$ cat src/rtl/bp_be_issue_queue_mc.sv
//==============================================================================
// Module      : bp_be_issue_queue_mc
// Description : Multi-commit BE issue queue. Circular buffer with write,
//               speculative read and commit pointers; commits up to
//               deq_width_p entries per cycle. Optional performance counters
//               are enabled by defining BP_BE_ISSUE_QUEUE_PERF_EN.
// Revision    : 1.0 - initial release
//==============================================================================
`default_nettype none

module bp_be_issue_queue_mc #(
    parameter int width_p        = 64,
    parameter int els_p          = 16,
    parameter int deq_width_p    = 2,
    parameter int ready_margin_p = 0,
    localparam int ptr_w         = $clog2(els_p) + 1,
    localparam int cnt_w         = $clog2(deq_width_p + 1)
) (
    input  logic               clk_i,
    input  logic               reset_n_i,
    input  logic               clr_v_i,
    input  logic               roll_v_i,
    input  logic               deq_v_i,
    input  logic [cnt_w-1:0]   deq_cnt_i,
    input  logic               v_i,
    input  logic [width_p-1:0] data_i,
    output logic               ready_o,
    output logic               v_o,
    output logic [width_p-1:0] data_o,
    input  logic               yumi_i,
    output logic [ptr_w-1:0]   occupancy_o,
    output logic [ptr_w-1:0]   inflight_o
`ifdef BP_BE_ISSUE_QUEUE_PERF_EN
    ,
    output logic [31:0]        full_cycles_o,
    output logic [31:0]        empty_cycles_o,
    output logic [31:0]        roll_cnt_o
`endif
);

    localparam int               c_idx_w  = ptr_w - 1;
    localparam logic [ptr_w-1:0] c_els    = ptr_w'(els_p);
    localparam logic [ptr_w-1:0] c_margin = ptr_w'(ready_margin_p);

    logic [width_p-1:0] r_mem [els_p];

    logic [ptr_w-1:0] r_wptr;
    logic [ptr_w-1:0] r_rptr;
    logic [ptr_w-1:0] r_cptr;
    logic [ptr_w-1:0] w_wptr_n;
    logic [ptr_w-1:0] w_rptr_n;
    logic [ptr_w-1:0] w_cptr_n;
    logic [ptr_w-1:0] w_occupancy;
    logic [ptr_w-1:0] w_inflight;
    logic [ptr_w-1:0] w_free;
    logic [ptr_w-1:0] w_deq_amt;
    logic             w_enq;
    logic             w_iss;

    assign w_occupancy = r_wptr - r_cptr;
    assign w_inflight  = r_rptr - r_cptr;
    assign w_free      = c_els - w_occupancy;

    assign occupancy_o = w_occupancy;
    assign inflight_o  = w_inflight;
    assign ready_o     = (w_free > c_margin);
    assign v_o         = (r_rptr != r_wptr);
    assign data_o      = r_mem[r_rptr[c_idx_w-1:0]];

    assign w_deq_amt   = deq_v_i ? ptr_w'(deq_cnt_i) : '0;

    always_comb begin
        w_cptr_n = r_cptr + w_deq_amt;
        w_wptr_n = r_wptr;
        w_rptr_n = r_rptr;
        w_enq    = v_i & ready_o & ~clr_v_i;
        w_iss    = yumi_i & v_o & ~clr_v_i & ~roll_v_i;

        // An over-commit must never let the commit pointer pass the read pointer
        if (w_deq_amt > w_inflight) begin
            w_cptr_n = r_rptr;
        end

        if (clr_v_i) begin
            w_rptr_n = w_cptr_n;
            w_wptr_n = w_cptr_n;
        end else if (roll_v_i) begin
            w_rptr_n = w_cptr_n;
            w_wptr_n = r_wptr + ptr_w'(w_enq);
        end else begin
            w_rptr_n = r_rptr + ptr_w'(w_iss);
            w_wptr_n = r_wptr + ptr_w'(w_enq);
        end
    end

    always_ff @(posedge clk_i or negedge reset_n_i) begin
        if (!reset_n_i) begin
            r_wptr <= '0;
            r_rptr <= '0;
            r_cptr <= '0;
        end else begin
            r_wptr <= w_wptr_n;
            r_rptr <= w_rptr_n;
            r_cptr <= w_cptr_n;
        end
    end

    // Payload storage is deliberately left unreset
    always_ff @(posedge clk_i) begin
        if (w_enq) begin
            r_mem[r_wptr[c_idx_w-1:0]] <= data_i;
        end
    end

`ifdef BP_BE_ISSUE_QUEUE_PERF_EN
    logic [31:0] r_full_cycles;
    logic [31:0] r_empty_cycles;
    logic [31:0] r_roll_cnt;

    always_ff @(posedge clk_i or negedge reset_n_i) begin
        if (!reset_n_i) begin
            r_full_cycles  <= '0;
            r_empty_cycles <= '0;
            r_roll_cnt     <= '0;
        end else begin
            if (!ready_o && (r_full_cycles != '1)) begin
                r_full_cycles <= r_full_cycles + 32'd1;
            end
            if (!v_o && (r_empty_cycles != '1)) begin
                r_empty_cycles <= r_empty_cycles + 32'd1;
            end
            if (roll_v_i && !clr_v_i && (r_roll_cnt != '1)) begin
                r_roll_cnt <= r_roll_cnt + 32'd1;
            end
        end
    end

    assign full_cycles_o  = r_full_cycles;
    assign empty_cycles_o = r_empty_cycles;
    assign roll_cnt_o     = r_roll_cnt;
`endif

`ifndef SYNTHESIS
    a_enq_when_ready: assert property (@(posedge clk_i) disable iff (!reset_n_i)
        v_i |-> ready_o)
        else $error("bp_be_issue_queue_mc: enqueue while not ready");

    a_yumi_when_valid: assert property (@(posedge clk_i) disable iff (!reset_n_i)
        yumi_i |-> v_o)
        else $error("bp_be_issue_queue_mc: yumi while not valid");

    a_deq_cnt_legal: assert property (@(posedge clk_i) disable iff (!reset_n_i)
        deq_v_i |-> ((deq_cnt_i != '0) && (ptr_w'(deq_cnt_i) <= w_inflight)))
        else $error("bp_be_issue_queue_mc: illegal commit count");
`endif

endmodule

`default_nettype wire

$ cat config.mk
export PLATFORM = sky130hd
export DESIGN_NAME = bp_be_issue_queue_mc
export DESIGN_NICKNAME = d
export VERILOG_FILES = /design/src/rtl/bp_be_issue_queue_mc.sv
export SDC_FILE = /design/constraint.sdc
export NUM_CORES = 1
export LEC_CHECK = 0
export CELL_PAD_IN_SITES_DETAIL_PLACEMENT = 0
export CELL_PAD_IN_SITES_GLOBAL_PLACEMENT = 1
export CORE_MARGIN = 2
export CORE_UTILIZATION = 58
export DETAILED_ROUTE_END_ITERATION = 16
export PLACE_DENSITY = 0.95
export SLEW_MARGIN = 15
export SYNTH_ARGS = -nofsm -noshare
export SYNTH_HDL_FRONTEND = slang
export SYNTH_SLANG_ARGS = --single-unit
export TNS_END_PERCENT = 5
$ cat constraint.sdc
create_clock -name clk_i -period 27.6 [get_ports clk_i]
set_clock_uncertainty 0.15 [all_clocks]
set_input_delay 5.52 -clock clk_i [delete_from_list [all_inputs] [get_ports clk_i]]
set_output_delay 5.52 -clock clk_i [all_outputs]
set_load 0.01 [all_outputs]
# [Yosys cells after proc, flatten, opt, wreduce, memory -nomap -nowiden]
# Memories as Yosys holds them, arrays and structs flattened.
# Cells that the tools add are included.
[op_classes] bitwise_logic=7 n_eq_ne=1 n_lt_le_gt_ge=2 muxes=7 n_addsub=6
[op_table] operator="$mux 5" n=4
[op_table] operator="$add 5x1->5" n=2
[op_table] operator="$sub 5x5->5" n=2
[op_table] operator="$add 5x2->5" n=1
[op_table] operator="$and 1x1->1" n=5
[op_table] operator="$gt 2x5->1" n=1
[op_table] operator="$gt 5x1->1 const B" n=1
[op_table] operator="$ne 5x5->1" n=1
[op_table] operator="$sub 5x5->5 const A" n=1
[op_table] operator="$mux 1" n=2
[op_table] operator="$mux 2" n=1
[op_table] operator="$not 1->1" n=2
[totals] elab_cells=27 ram_bits=1024 n_memories=1 out_inout_bits=76 in_bits=73 reg_bits=15
[mem_list] name="r_mem" depth=16 width=64 read_ports=1 rd_ports_with_merged_regs=0 wr=1 line="45" source="logic [width_p-1:0] r_mem [els_p];"

# [Longest topological paths before layout]
# Gate-level depths: netlist (run 1).
[logic_depth] word_depth=7 mapped_depth=18 ltp_nobuf=15

# [Worst setup path before layout (run 1)]
# Ideal clock, no wire load.
[synth_path] kind="input to register" from="input clr_v_i" to="memory r_mem[12][0] (enable)" setup_time_ps=644 n_path_buf=2 setup_slack_ps=14601 t_arrival_ps=12205 cell_stages=4 t_required_ps=26806 path_cell_list="clkbuf_1 -> a311o_1 -> buf_2 -> nor4_1"
[synth_via] elab_chain_len=4
[synth_rtl] item="start: declaration" line="21" source="input logic clr_v_i,"
[synth_rtl] item="$not 1->1" line="76" source="w_enq = v_i & ready_o & ~clr_v_i;"
[synth_rtl] item="$and 1x1->1" line="76"
[synth_rtl] item="$mux 1" line="110" source="if (w_enq) begin"
[synth_rtl] item="$mux 1 (not written as such)" line="111" source="r_mem[r_wptr[c_idx_w-1:0]] <= data_i;"
[synth_rtl] item="end: declaration" line="45"
# Every way passes these cells.

# [Worst setup path in the final report (run 1)]
[layout_path] from="register r_rptr[0]" to="output data_o[41]"
[layout_via] elab_chain_len=1
[layout_rtl] item="start: declaration" line="48" source="logic [ptr_w-1:0] r_rptr;"
[layout_rtl] item="start signal: assignment" line="103" source="r_rptr <= w_rptr_n;"
[layout_rtl] item="$mem_v2 16x64"
[layout_rtl] item="end: declaration" line="29" source="output logic [width_p-1:0] data_o,"
# Every way passes these cells.

==> results of run 1 <==
-- worst paths after layout --
path | from | end | slack, ns | cells past startpoint
worst max-delay path | r_rptr[0] | data_o[41] | 16.79 | 7
worst min-delay path | r_wptr[4] | r_wptr[4] | 0.53 | 3
worst max register to register | r_wptr[0] | r_mem[0][47] | 22.85 | 10
worst min register to register | r_wptr[4] | r_wptr[4] | 0.53 | 3
max in group asynchronous | reset_n_i | r_rptr[3] | 21.64 | 1
min in group asynchronous | reset_n_i | r_rptr[4] | 5.14 | 1
-- area by class of cell --
cell class                 instances  area (µm²)
antenna                            7        17.5
clock buffer                     112        2530
inverter                          22        82.6
sequential                      1039       31100
clock inverter                    60         499
multi-input combinational        699        8570
fill                            3970       22800
tap                              931        1160
timing repair buffer             190        1820
-- flip-flops by register name, summed over array words and instances, names as in the netlist --
signal  count
r_cptr      5
r_mem    1024
r_rptr      5
r_wptr      5
-- routing by layer --
metal  global-route usage  share of wire  vias to the layer above
met2                0.444           0.50                     1483
met1                0.366           0.36                    10700
li1                     -              -                     8109
met5                    0        0.00095                        -
met4                0.117          0.035                       16
met3               0.0686           0.11                      253
-- kinds of logic after synthesis --
kind of cell	count (synthesis)	synth area share
multiplexers	264	0.146
flip-flops	1039	0.775
adder cells (fa/ha/maj)	19	0.00648
AO/OA/AOI/OAI	150	0.0257
buffers and inverters	133	0.0145
XOR/XNOR	20	0.00455
AND/OR/NAND/NOR	246	0.0286
-- tightest hold or removal path, cell delays in order, from the launching register on --
cell	delay (ns)
dfrtp_1	0.42
xnor2_1	0.09
nor2_1	0.08
a31oi_1	0.05
-- layout by cell type, fill, tap and decap left out, types with 14 or more instances in the layout --
master	count
a31oi_1	66
nand2_1	137
clkinv_2	16
clkinv_1	28
xnor2_1	14
inv_1	19
and2_1	62
clkdlybuf4s50_1	148
ha_1	16
mux4_2	256
clkbuf_16	99
buf_4	40
edfxtp_1	1024
a211oi_1	64
-- through the flow --
stage	instance area, µm²	setup WS [ns]	util	cells
after detailed placement	42800	17.54	0.624	2881
final	45800	16.79	0.668	3060
after CTS	45800	16.65	0.668	3053
after global routing	45800	16.43	0.668	3058
after floorplan	40200	14.60	-	1871
after global placement	42800	17.54	0.624	2881
-- power by group through the flow --
stage          Clock, mW  Combinational [mW]  Sequential [mW]
2_1_floorplan          0               0.999             1.89
3_3_place_gp           0                1.47             1.95
3_5_place_dp           0                1.49             1.95
4_1_cts             1.31                1.53             1.93
5_1_grt             1.36                1.62             1.93
6_report            1.30                1.53             1.93
==> impl_metrics.ini, run 1 <==
[place]
gp_congestion = 0.763
portBuffers = 148
dp.final_hpwl_um = 43700

[final_layout]
finalNetCount = 2141
synthToLayoutAreaGrowth_pct = 14.0
layout-drive-gt1-share = 0.218

[logic_synthesis]
yosys-top-cells-count = 1024 x edfxtp_1, 256 x mux4_2, 137 x nand2_1, 68 x clkbuf_1, 66 x a31oi_1
synth-seq-cells = 1039
synthesis.area_mm2 = 0.0402
synth_most_common_cell = edfxtp_1
synth_edf_count = 1024
ys_types = 44
synthFlopType = edfxtp_1
async_reset_ff_frac = 0.0144
yosys-top-cells-area = edfxtp_1 77%, mux4_2 14%, nand2_1 1.3%, a211oi_1 1.2%, a31oi_1 1.0%
syn_area_per_cell_um2 = 21.5
postSynthCellCount = 1871
yosysWarnings = 0
syn-num-nets = 1963
synth_top_cell_by_area = edfxtp_1
synth_top_cell_area_share = 0.765
synth-seq-area-share = 0.775

[clock_tree]
cts_buffer_depth = 3
cts.repair.resized = 0
h-tree-depth = 3
clk_pin_slew_ns = 0.07
clk_latency_ns = 0.65
cts_sinks = 1039
cts_tree = done
cts_buffers = 97
cts_setup_buffers = 0
root_buffer = clkbuf_16
postCtsHoldBufs = 0

[pwr]
power_frac_clock = 0.273
seqPwrFrac = 0.406
ir_drop_mv = 0.0898
combPwrFrac = 0.321
switching_power_mw = 1.47
leakage_nw = 14.5
switching_share = 0.309
power.total_mw = 4.75
p_int_mw = 3.28
p_per_area_mw_per_mm2 = 104

[sta]
finalMaxSlewViolations = 0
whs_ns = 0.528
relSlewSlack = 0.256
period_needed_ns = 10.81
max_clock_freq_mhz = 92.5
setup_viol = 0
hold_violations = 0
tightest_slew_ns = 1.12
rsz0062_at_grt = no
tns_ns = 0
post-route-period-util = 0.392

[setup_path]
start_kind = flip-flop
critPathSlowestCell = dfrtp_4
crit_path_cell_trace = buf_12 -> buf_4 -> mux4_2 -> and2_1 -> a211oi_1 -> a31oi_1 -> clkdlybuf4s50_1
cp_top_family = buffers and inverters
path_buf_inv = 3
critPathKind = flip-flop to primary output
cp.arrival_ns = 5.14
critPathMaxStageDelay_ns = 0.85
cp_max_fo = 112
cp.required_ns = 21.93
critPathCaptureType = primary output

[floorplan]
die-width_um = 267
rows = 96
start_util = 0.586
die_h_um = 267
coreArea_mm2 = 0.0686
pin_count = 149
die_area_mm2 = 0.0714

[route]
drc_errors = 0
vias_per_cell = 6.71
drt_pass1_iterations = 5
drt_iter0_drc = 2541
ant_nets = 0
num_vias = 20500
drt_wl_total_um = 97100
wl_per_cell_um = 31.7

[grt]
grt_pass1_wl_um = 142000
grt_overflow = 0
grt_max_degree = 146
grt_pass1_vias = 21400
antenna_found_initial = 14
track_usage = 0.276

[worst_hold_path]
hold_class = flip-flop to flip-flop

[run_status]
status = completed

[flow_run]
cap_violations = 0
(Power assumes the default switching activity.)
==> run 2, diff against run 1 <==
--- a/config.mk
+++ b/config.mk
@@ -8,9 +8,9 @@
 export CELL_PAD_IN_SITES_DETAIL_PLACEMENT = 0
 export CELL_PAD_IN_SITES_GLOBAL_PLACEMENT = 1
 export CORE_MARGIN = 2
-export CORE_UTILIZATION = 58
+export CORE_UTILIZATION = 54
 export DETAILED_ROUTE_END_ITERATION = 16
-export PLACE_DENSITY = 0.95
+export PLACE_DENSITY = 0.9
 export SLEW_MARGIN = 15
 export SYNTH_ARGS = -nofsm -noshare
 export SYNTH_HDL_FRONTEND = slang
==> constraint.sdc (replaced) <==
create_clock -name clk_i -period 10 [get_ports clk_i]
set_clock_uncertainty 0.15 [all_clocks]
set_input_delay 2 -clock clk_i [delete_from_list [all_inputs] [get_ports clk_i]]
set_output_delay 2 -clock clk_i [all_outputs]
set_load 0.01 [all_outputs]
==> run 2 against run 1 <==
  * Routed wire length is 6.2% lower
  * First-iteration DRC count shrank 3.8%
  * Register-to-register slack got worse by 18 ns
  * Sequential power grew to 2.7 times the previous value
  * Design area is 0.63% higher
  * Sequential share of layout area is 0.42 points lower
  * Global-route usage is 3.7 points lower
  * Via count down 4.1%
  * Worst hold slack got worse by 0.0089 ns
==> impl_metrics.ini, run 2 (synthesis results as in run 1) <==
[run_status]
status = completed

[floorplan]
rows = 100
start_util = 0.543
die_h_um = 277
pin_count = 149
coreArea_mm2 = 0.0741
die-width_um = 277
die_area_mm2 = 0.0766

[grt]
antenna_found_initial = 7
grt_max_degree = 108
grt_pass1_vias = 20500
grt_pass1_wl_um = 134000
grt_overflow = 0
track_usage = 0.239

[clock_tree]
cts_setup_buffers = 0
root_buffer = clkbuf_16
clk_pin_slew_ns = 0.06
cts_sinks = 1039
cts.repair.resized = 0
h-tree-depth = 3
clk_latency_ns = 0.63
cts_buffers = 99
postCtsHoldBufs = 0
cts_tree = done
cts_buffer_depth = 3

[route]
ant_nets = 0
drt_pass1_iterations = 5
wl_per_cell_um = 29.3
num_vias = 19700
drt_wl_total_um = 91100
drt_iter0_drc = 2445
vias_per_cell = 6.34
drc_errors = 0

[place]
portBuffers = 148
gp_congestion = 0.738
dp.final_hpwl_um = 44800
dp.cells = 2922

[setup_path]
cp_max_fo = 61
cp_top_family = buffers and inverters
cp.arrival_ns = 4.78
crit_path_cell_trace = buf_4 -> buf_4 -> mux4_2 -> nand2_1 -> a31oi_1 -> clkdlybuf4s50_1
critPathSlowestCell = buf_4
path_buf_inv = 3
critPathMaxStageDelay_ns = 0.84
start_kind = flip-flop
cp.required_ns = 7.85
critPathCaptureType = primary output
crit_path_frequent_cell = buf_4
critPathKind = flip-flop to primary output

[final_layout]
largest_reg_flops = 1024
final_common_cell = edfxtp_1
fin_cells = 3104
synthToLayoutAreaGrowth_pct = 14.7
final_core_util = 0.622
layout_common_cells = 1024 x edfxtp_1, 256 x mux4_2, 148 x clkdlybuf4s50_1, 137 x nand2_1, 100 x clkbuf_16
layout-drive-gt1-share = 0.220
fill_cells = 4807
finalNetCount = 2146

[pwr]
leakage_nw = 14.6
ir_drop_mv = 0.232
p_per_area_mw_per_mm2 = 287

[sta]
rsz0062_at_grt = no
tns_ns = 0
max_clock_freq_mhz = 144
relSlewSlack = 0.206
tightest_slew_ns = 1.19
period_needed_ns = 6.93
whs_ns = 0.519
finalMaxSlewViolations = 0
hold_violations = 0
setup_viol = 0
post-route-period-util = 0.693

[worst_hold_path]
hold_class = flip-flop to flip-flop

[flow_run]
cap_violations = 0
## run 2: path summary, 6_finish.rpt
check | start | cells past startpoint | slack (ns) | to
max | r_rptr[1] | 6 | 3.07 | data_o[24]
min reg2reg | r_cptr[4] | 2 | 0.52 | r_cptr[4]
min in group asynchronous | reset_n_i | 1 | 1.63 | r_cptr[4]
min | r_cptr[4] | 2 | 0.52 | r_cptr[4]
max in group asynchronous | reset_n_i | 1 | 7.54 | r_rptr[0]
max reg2reg | r_wptr[0] | 11 | 5.32 | r_mem[12][35]
## run 2: where the power goes
| part | switching, mW | internal [mW] | total, mW |
|---|---|---|---|
| combinational | 2.16 | 1.99 | 4.14 |
| sequential | 0.245 | 5.06 | 5.30 |
| clock | 1.55 | 2.21 | 3.77 |
| total | 3.96 | 9.26 | 13.2 |
## run 2: final cells by class
| cell class | count | area [µm²] | area share |
|---|---|---|---|
| diodes | 4 | 10.0 | 0.000217 |
| well taps | 969 | 1210 | 0.0263 |
| flip-flops and latches | 1039 | 31100 | 0.675 |
| repair buffers | 193 | 1840 | 0.0400 |
| multi-input cells | 699 | 8570 | 0.186 |
| clock inverters | 60 | 679 | 0.0147 |
| inverters | 22 | 82.6 | 0.00179 |
| clock buffers | 118 | 2570 | 0.0557 |
## run 2: per-stage QoR
stage | instance area [µm²] | power [mW] | worst slack, ns
floorplan | 40200 | 7.98 | 0.521
global placement | 42800 | 9.47 | 3.90
detailed placement | 42800 | 9.54 | 3.83
CTS | 46100 | 13.3 | 3.10
global route | 46100 | 13.7 | 2.97
finish | 46100 | 13.2 | 3.07
## run 2: routing by layer
layer	global-route usage	share of wire
met1	0.326	0.39
met2	0.397	0.51
met3	0.0413	0.080
met4	0.0846	0.025
met5	0	0.00036
## run 2: tightest hold or removal path: stages, from the launching register on
cell     delay (ns)
dfrtp_1        0.41
a211o_1        0.16
nand2_1        0.06
